## src/rtl/gpp_prog_loader.sv

```systemverilog
// Loads a framed big-endian 16-bit image into instruction memory and holds the core in reset until it is complete.
// Build with LOADER_CSUM_EN to require and check the trailing XOR checksum byte.
module gpp_prog_loader #(
   parameter int ADDR_W = 10,
   parameter int DEPTH  = 1024
) (
   input  logic              clk,
   input  logic              rst,
   input  logic              start,
   input  logic [7:0]        in_data,
   input  logic              in_valid,
   output logic              in_ready,
   output logic              im_we,
   output logic [ADDR_W-1:0] im_addr,
   output logic [15:0]       im_data,
   output logic              core_hold,
   output logic              busy,
   output logic              done,
   output logic              err,
   output logic [ADDR_W:0]   words_loaded
);
   localparam logic [3:0] S_IDLE    = 4'd0;
   localparam logic [3:0] S_LEN_HI  = 4'd1;
   localparam logic [3:0] S_LEN_LO  = 4'd2;
   localparam logic [3:0] S_DATA_HI = 4'd3;
   localparam logic [3:0] S_DATA_LO = 4'd4;
   localparam logic [3:0] S_WRITE   = 4'd5;
   localparam logic [3:0] S_DONE    = 4'd6;
   localparam logic [3:0] S_ERR     = 4'd7;
`ifdef LOADER_CSUM_EN
   localparam logic [3:0] S_CSUM    = 4'd8;
   localparam logic [3:0] S_TAIL    = S_CSUM;
`else
   localparam logic [3:0] S_TAIL    = S_DONE;
`endif
   localparam logic [16:0] DEPTH_L  = 17'(DEPTH);

   logic [3:0]  state;
   logic [15:0] len;
   logic [15:0] len_next;
   logic        take;
   logic        arm;
   logic        last_word;

   assign take      = in_valid & in_ready;
   assign arm       = start & ((state == S_IDLE) | (state == S_DONE) | (state == S_ERR));
   assign len_next  = {len[15:8], in_data};
   assign last_word = (16'(words_loaded) + 16'd1) == len;

   always_comb begin
      in_ready = (state == S_LEN_HI) | (state == S_LEN_LO) |
                 (state == S_DATA_HI) | (state == S_DATA_LO);
`ifdef LOADER_CSUM_EN
      if (state == S_CSUM) in_ready = 1'b1;
`endif
   end

   assign im_we     = (state == S_WRITE);
   assign done      = (state == S_DONE);
   assign err       = (state == S_ERR);
   assign busy      = (state != S_IDLE) & (state != S_DONE) & (state != S_ERR);
   assign core_hold = (state != S_DONE);

`ifdef LOADER_CSUM_EN
   logic [7:0] csum;
   always_ff @(posedge clk or posedge rst) begin
      if (rst)       csum <= '0;
      else if (arm)  csum <= '0;
      else if (take) csum <= csum ^ in_data;
   end
`endif

   always_ff @(posedge clk or posedge rst) begin
      if (rst) begin
         state        <= S_IDLE;
         len          <= '0;
         im_addr      <= '0;
         im_data      <= '0;
         words_loaded <= '0;
      end else begin
         case (state)
            S_IDLE, S_DONE, S_ERR: begin
               if (start) begin
                  state        <= S_LEN_HI;
                  im_addr      <= '0;
                  words_loaded <= '0;
               end
            end
            S_LEN_HI: begin
               if (take) begin
                  len[15:8] <= in_data;
                  state     <= S_LEN_LO;
               end
            end
            S_LEN_LO: begin
               // Oversize is rejected here, before any write can wrap im_addr.
               if (take) begin
                  len[7:0] <= in_data;
                  if ({1'b0, len_next} > DEPTH_L) state <= S_ERR;
                  else if (len_next == 16'd0)      state <= S_TAIL;
                  else                             state <= S_DATA_HI;
               end
            end
            S_DATA_HI: begin
               if (take) begin
                  im_data[15:8] <= in_data;
                  state         <= S_DATA_LO;
               end
            end
            S_DATA_LO: begin
               if (take) begin
                  im_data[7:0] <= in_data;
                  state        <= S_WRITE;
               end
            end
            S_WRITE: begin
               im_addr      <= im_addr + ADDR_W'(1);
               words_loaded <= words_loaded + (ADDR_W+1)'(1);
               state        <= last_word ? S_TAIL : S_DATA_HI;
            end
`ifdef LOADER_CSUM_EN
            S_CSUM: begin
               if (take) state <= (in_data == csum) ? S_DONE : S_ERR;
            end
`endif
            default: state <= S_IDLE;
         endcase
      end
   end
endmodule

```

## config.mk

```make
export PLATFORM = sky130hd
export DESIGN_NAME = gpp_prog_loader
export DESIGN_NICKNAME = d
export VERILOG_FILES = /design/src/rtl/gpp_prog_loader.sv
export SDC_FILE = /design/constraint.sdc
export NUM_CORES = 1
export LEC_CHECK = 0
export CAP_MARGIN = 0
export CELL_PAD_IN_SITES_DETAIL_PLACEMENT = 0
export CELL_PAD_IN_SITES_GLOBAL_PLACEMENT = 1
export CORE_MARGIN = 2
export CORE_UTILIZATION = 41
export CTS_CLUSTER_DIAMETER = 100
export DETAILED_ROUTE_END_ITERATION = 10
export PLACE_DENSITY = 0.9
export SYNTH_ARGS = -nofsm -noshare
export SYNTH_HDL_FRONTEND = slang
export SYNTH_SLANG_ARGS = --single-unit
```

## constraint.sdc

```tcl
create_clock -name clk -period 2.99 [get_ports clk]
set_clock_uncertainty 0.1 [all_clocks]
set_input_delay 0.598 -clock clk [delete_from_list [all_inputs] [get_ports clk]]
set_output_delay 0.598 -clock clk [all_outputs]
set_load 0.01 [all_outputs]
```

==> impl_metrics.toml <==
[status]
status = "completed"

[detailed_routing]
wl_met3_um = 275
drt-vias-per-instance = 5.25
vias = 2301
drt_first_pass_iters = 4
highest_layer = "met4"
wl_met1_um = 3110
routed-wl-met2_um = 2960
first_iter_violations = 100
routed_wirelength_um = 6410
drt-wirelength-per-cell_um = 14.6
drc = 0
ant_nets = 0

[clocking]
insertion_delay_ns = 0.32
clk_path_buf_depth = 2
hold_buffers = 0
cts_tree = "yes"
post_cts_buffers = 0
root_buffer = "clkbuf_8"
htreeDepth = 2
cts_num_sinks = 56
cts_buffers = 5
clk_pin_slew_ns = 0.09
cts-resized-gates = 0

[worst_setup_path]
end_kind = "primary output"
cp-endpoint = "im_we"
path_max_fanout = 12
slowest_delay_ns = 0.58
regToRegSetupSlack_ns = 0.43
worstReg2RegStart = "words_loaded[0]$_DFFE_PP0P_"
rr_worst_depth = 7
crit_path_start_kind = "register"
worstPathRequired_ns = 2.29
critical_path_class = "reg2out"
arrival_ns = 2.06
crit_slowest_cell = "clkdlybuf4s50_1"
path_cells = "inv_1 -> nand3_1 -> inv_1 -> clkdlybuf4s50_1"
startpoint = "state[1]$_DFFE_PP0P_"
cpMostUsedCell = "inv_1"
worstReg2RegEnd = "state[2]$_DFFE_PP0P_"

[logic_synthesis]
synth-simple-area-share_pct = 17.9
synth_edf_count = 0
synth_xor_xnor_area_share_pct = 5.89
yosysTopAreaCell = "dfrtp_1"
ys_seq_elements = 56
syn_nets = 297
synth_top_area_share_pct = 47.1
synth_ff_type = "dfrtp_1"
synth_top_family_by_area = "simple AND/OR/NAND/NOR gates"
synth-compound-area-share_pct = 13.6
muxShareOfSynthArea_pct = 12.1
ys_seq_area_share_pct = 47.1
ys_warn_count = 0
async_reset_ff_share_pct = 100
synth-adder-area-share_pct = 1.26
synth_top_cells_by_area = "dfrtp_1 47%, mux2_2 12%, o21ai_0 3.9%"
synth.cell_area_um2 = 2980
synth.avg_cell_area_um2 = 10.6
synth_cell_types = 51
netlist_instances = 282

[cells_and_area]
final_cell_count_no_fill = 438
areaGrowthSynthToFinish_pct = 25.6
post_route_cells_drive_above_1_share_pct = 16.8
antennaDiodeCount = 0
layout_commonest_cell = "dfrtp_1"
mostFrequentLayoutCells = "56 x dfrtp_1, 54 x clkdlybuf4s50_1, 31 x mux2_2"
layout.nets = 353

[power_and_ir_drop]
pwr-share-seq_pct = 41.5
vdd.ir_drop.worst_mv = 0.486
power_frac_clock_pct = 14.1
pwr-share-comb_pct = 44.4
internal-power_mw = 1.94
power_density_nw_per_um2 = 816
sw_frac_of_total_pct = 36.4
p_leak_nw = 1.53
power_switching_mw = 1.11

[timing]
hold_viol_final = 0
fin_tns_setup_ns = 0
min_period_ns = 2.76
setup_viol = 0
setup_ws_ns = 0.232
worstMarginPinSlew_ns = 0.695
relSlewSlack_pct = 53.7
fmax_ghz = 0.363
slew_viol_final = 0
rsz0062_at_grt = "false"
finalCritPeriodShare_pct = 92.2

[run]
max_cap_violations = 0

[die]
die_h_um = 89.2
fp-row-count = 31
core_region_area_um2 = 7140
die_area_um2 = 7950
io-pin-count = 55
initial_core_util_pct = 41.7
fp.dieW_um = 89.2

[global_route]
grt_pass1_vias = 2160
overflow = 0
grt_pass1_wl_um = 10600
grt_max_degree = 57
track_usage_pct = 16.9
antenna_found_initial = 0

[placed_design]
gp_congestion = 0.819
dp_hpwl_um = 4710
port_buffers = 54
place_ws_ns = 0.401
dpl.cell_count = 430

[hold_path]
min_path_type = "reg2reg"
==> cells by family (layout without fill, tap and decap cells) <==
family | after synthesis | count (layout)
AO/OA/AOI/OAI | 54 | 54
buffers and inverters | 17 | 74
multiplexers | 32 | 32
flip-flops | 56 | 56
adder cells (fa/ha/maj) | 3 | 3
AND/OR/NAND/NOR | 100 | 100
XOR/XNOR | 20 | 20
==> layout make-up <==
cell class,instances,area [um^2]
Clock buffer,5,68.8
Clock inverter,3,26.3
Fill cell,658,3400
Inverter,6,22.5
Multi-Input combinational cell,209,1510
Sequential cell,56,1400
Tap cell,99,124
Timing Repair Buffer,60,586
==> layer usage <==
metal	vias up	GRT usage (%)
met3	7	3.69
met5	-	0
li1	1132	-
met2	57	25.8
met1	1105	24.6
met4	0	3.80
==> Yosys cell counts, types with 3 or more instances <==
master     n
dfrtp_1   56
mux2_2    31
nand2_1   30
nor2_1    25
o21ai_0   23
xnor2_1   11
clkbuf_1  10
xor2_1     9
and3_1     7
inv_1      6
nor3_1     6
nor4_1     5
nand4b_1   4
o31ai_1    4
ha_1       3
nand3_1    3
nor2b_1    3
==> critical path, delay by kind of cell, from the launching register on <==
| family | cells | cell delay, ns |
|---|---|---|
| buffers and inverters | 3 | 1.06 |
| flip-flops | 1 | 0.53 |
| AND/OR/NAND/NOR | 1 | 0.17 |
==> state kept, by name (all words and copies together), names as in the netlist <==
name,flops
im_addr,10
len,16
im_data,16
words_loaded,11
state,3
==> worst min-delay path by stage <==
stage / from / endpoint / cells after the start
2_1_floorplan: len[15]$_DFFE_PP0P_ / len[15]$_DFFE_PP0P_ / 1
6_report: im_data[6]$_DFFE_PP0P_ / im_data[6]$_DFFE_PP0P_ / 1
3_5_place_dp: im_data[14]$_DFFE_PP0P_ / im_data[14]$_DFFE_PP0P_ / 1
4_1_cts: im_data[9]$_DFFE_PP0P_ / im_data[9]$_DFFE_PP0P_ / 1
3_3_place_gp: len[13]$_DFFE_PP0P_ / len[13]$_DFFE_PP0P_ / 1
5_1_grt: im_data[9]$_DFFE_PP0P_ / im_data[9]$_DFFE_PP0P_ / 1
==> through the flow <==
| step | hold WS [ns] | power [mW] | utilization (%) | area [um^2] |
|---|---|---|---|---|
| finish | 0.416 | 3.05 | 52.4 | 3740 |
| global route | 0.431 | 3.26 | 52.4 | 3740 |
| CTS | 0.422 | 3.08 | 52.4 | 3740 |
| detailed placement | 0.393 | 2.64 | 51.0 | 3640 |
| global placement | 0.391 | 2.62 | 51.0 | 3640 |
| floorplan | 0.381 | 2.08 | - | 2980 |
==> power by group through the flow <==
stage / clock (mW) / sequential, mW / combinational [mW]
2_1_floorplan: 0 / 1.25 / 0.824
3_3_place_gp: 0 / 1.27 / 1.35
3_5_place_dp: 0 / 1.28 / 1.36
4_1_cts: 0.443 / 1.26 / 1.37
5_1_grt: 0.474 / 1.30 / 1.48
6_report: 0.432 / 1.26 / 1.35
No activity file was read; power rests on OpenSTA's default activity.
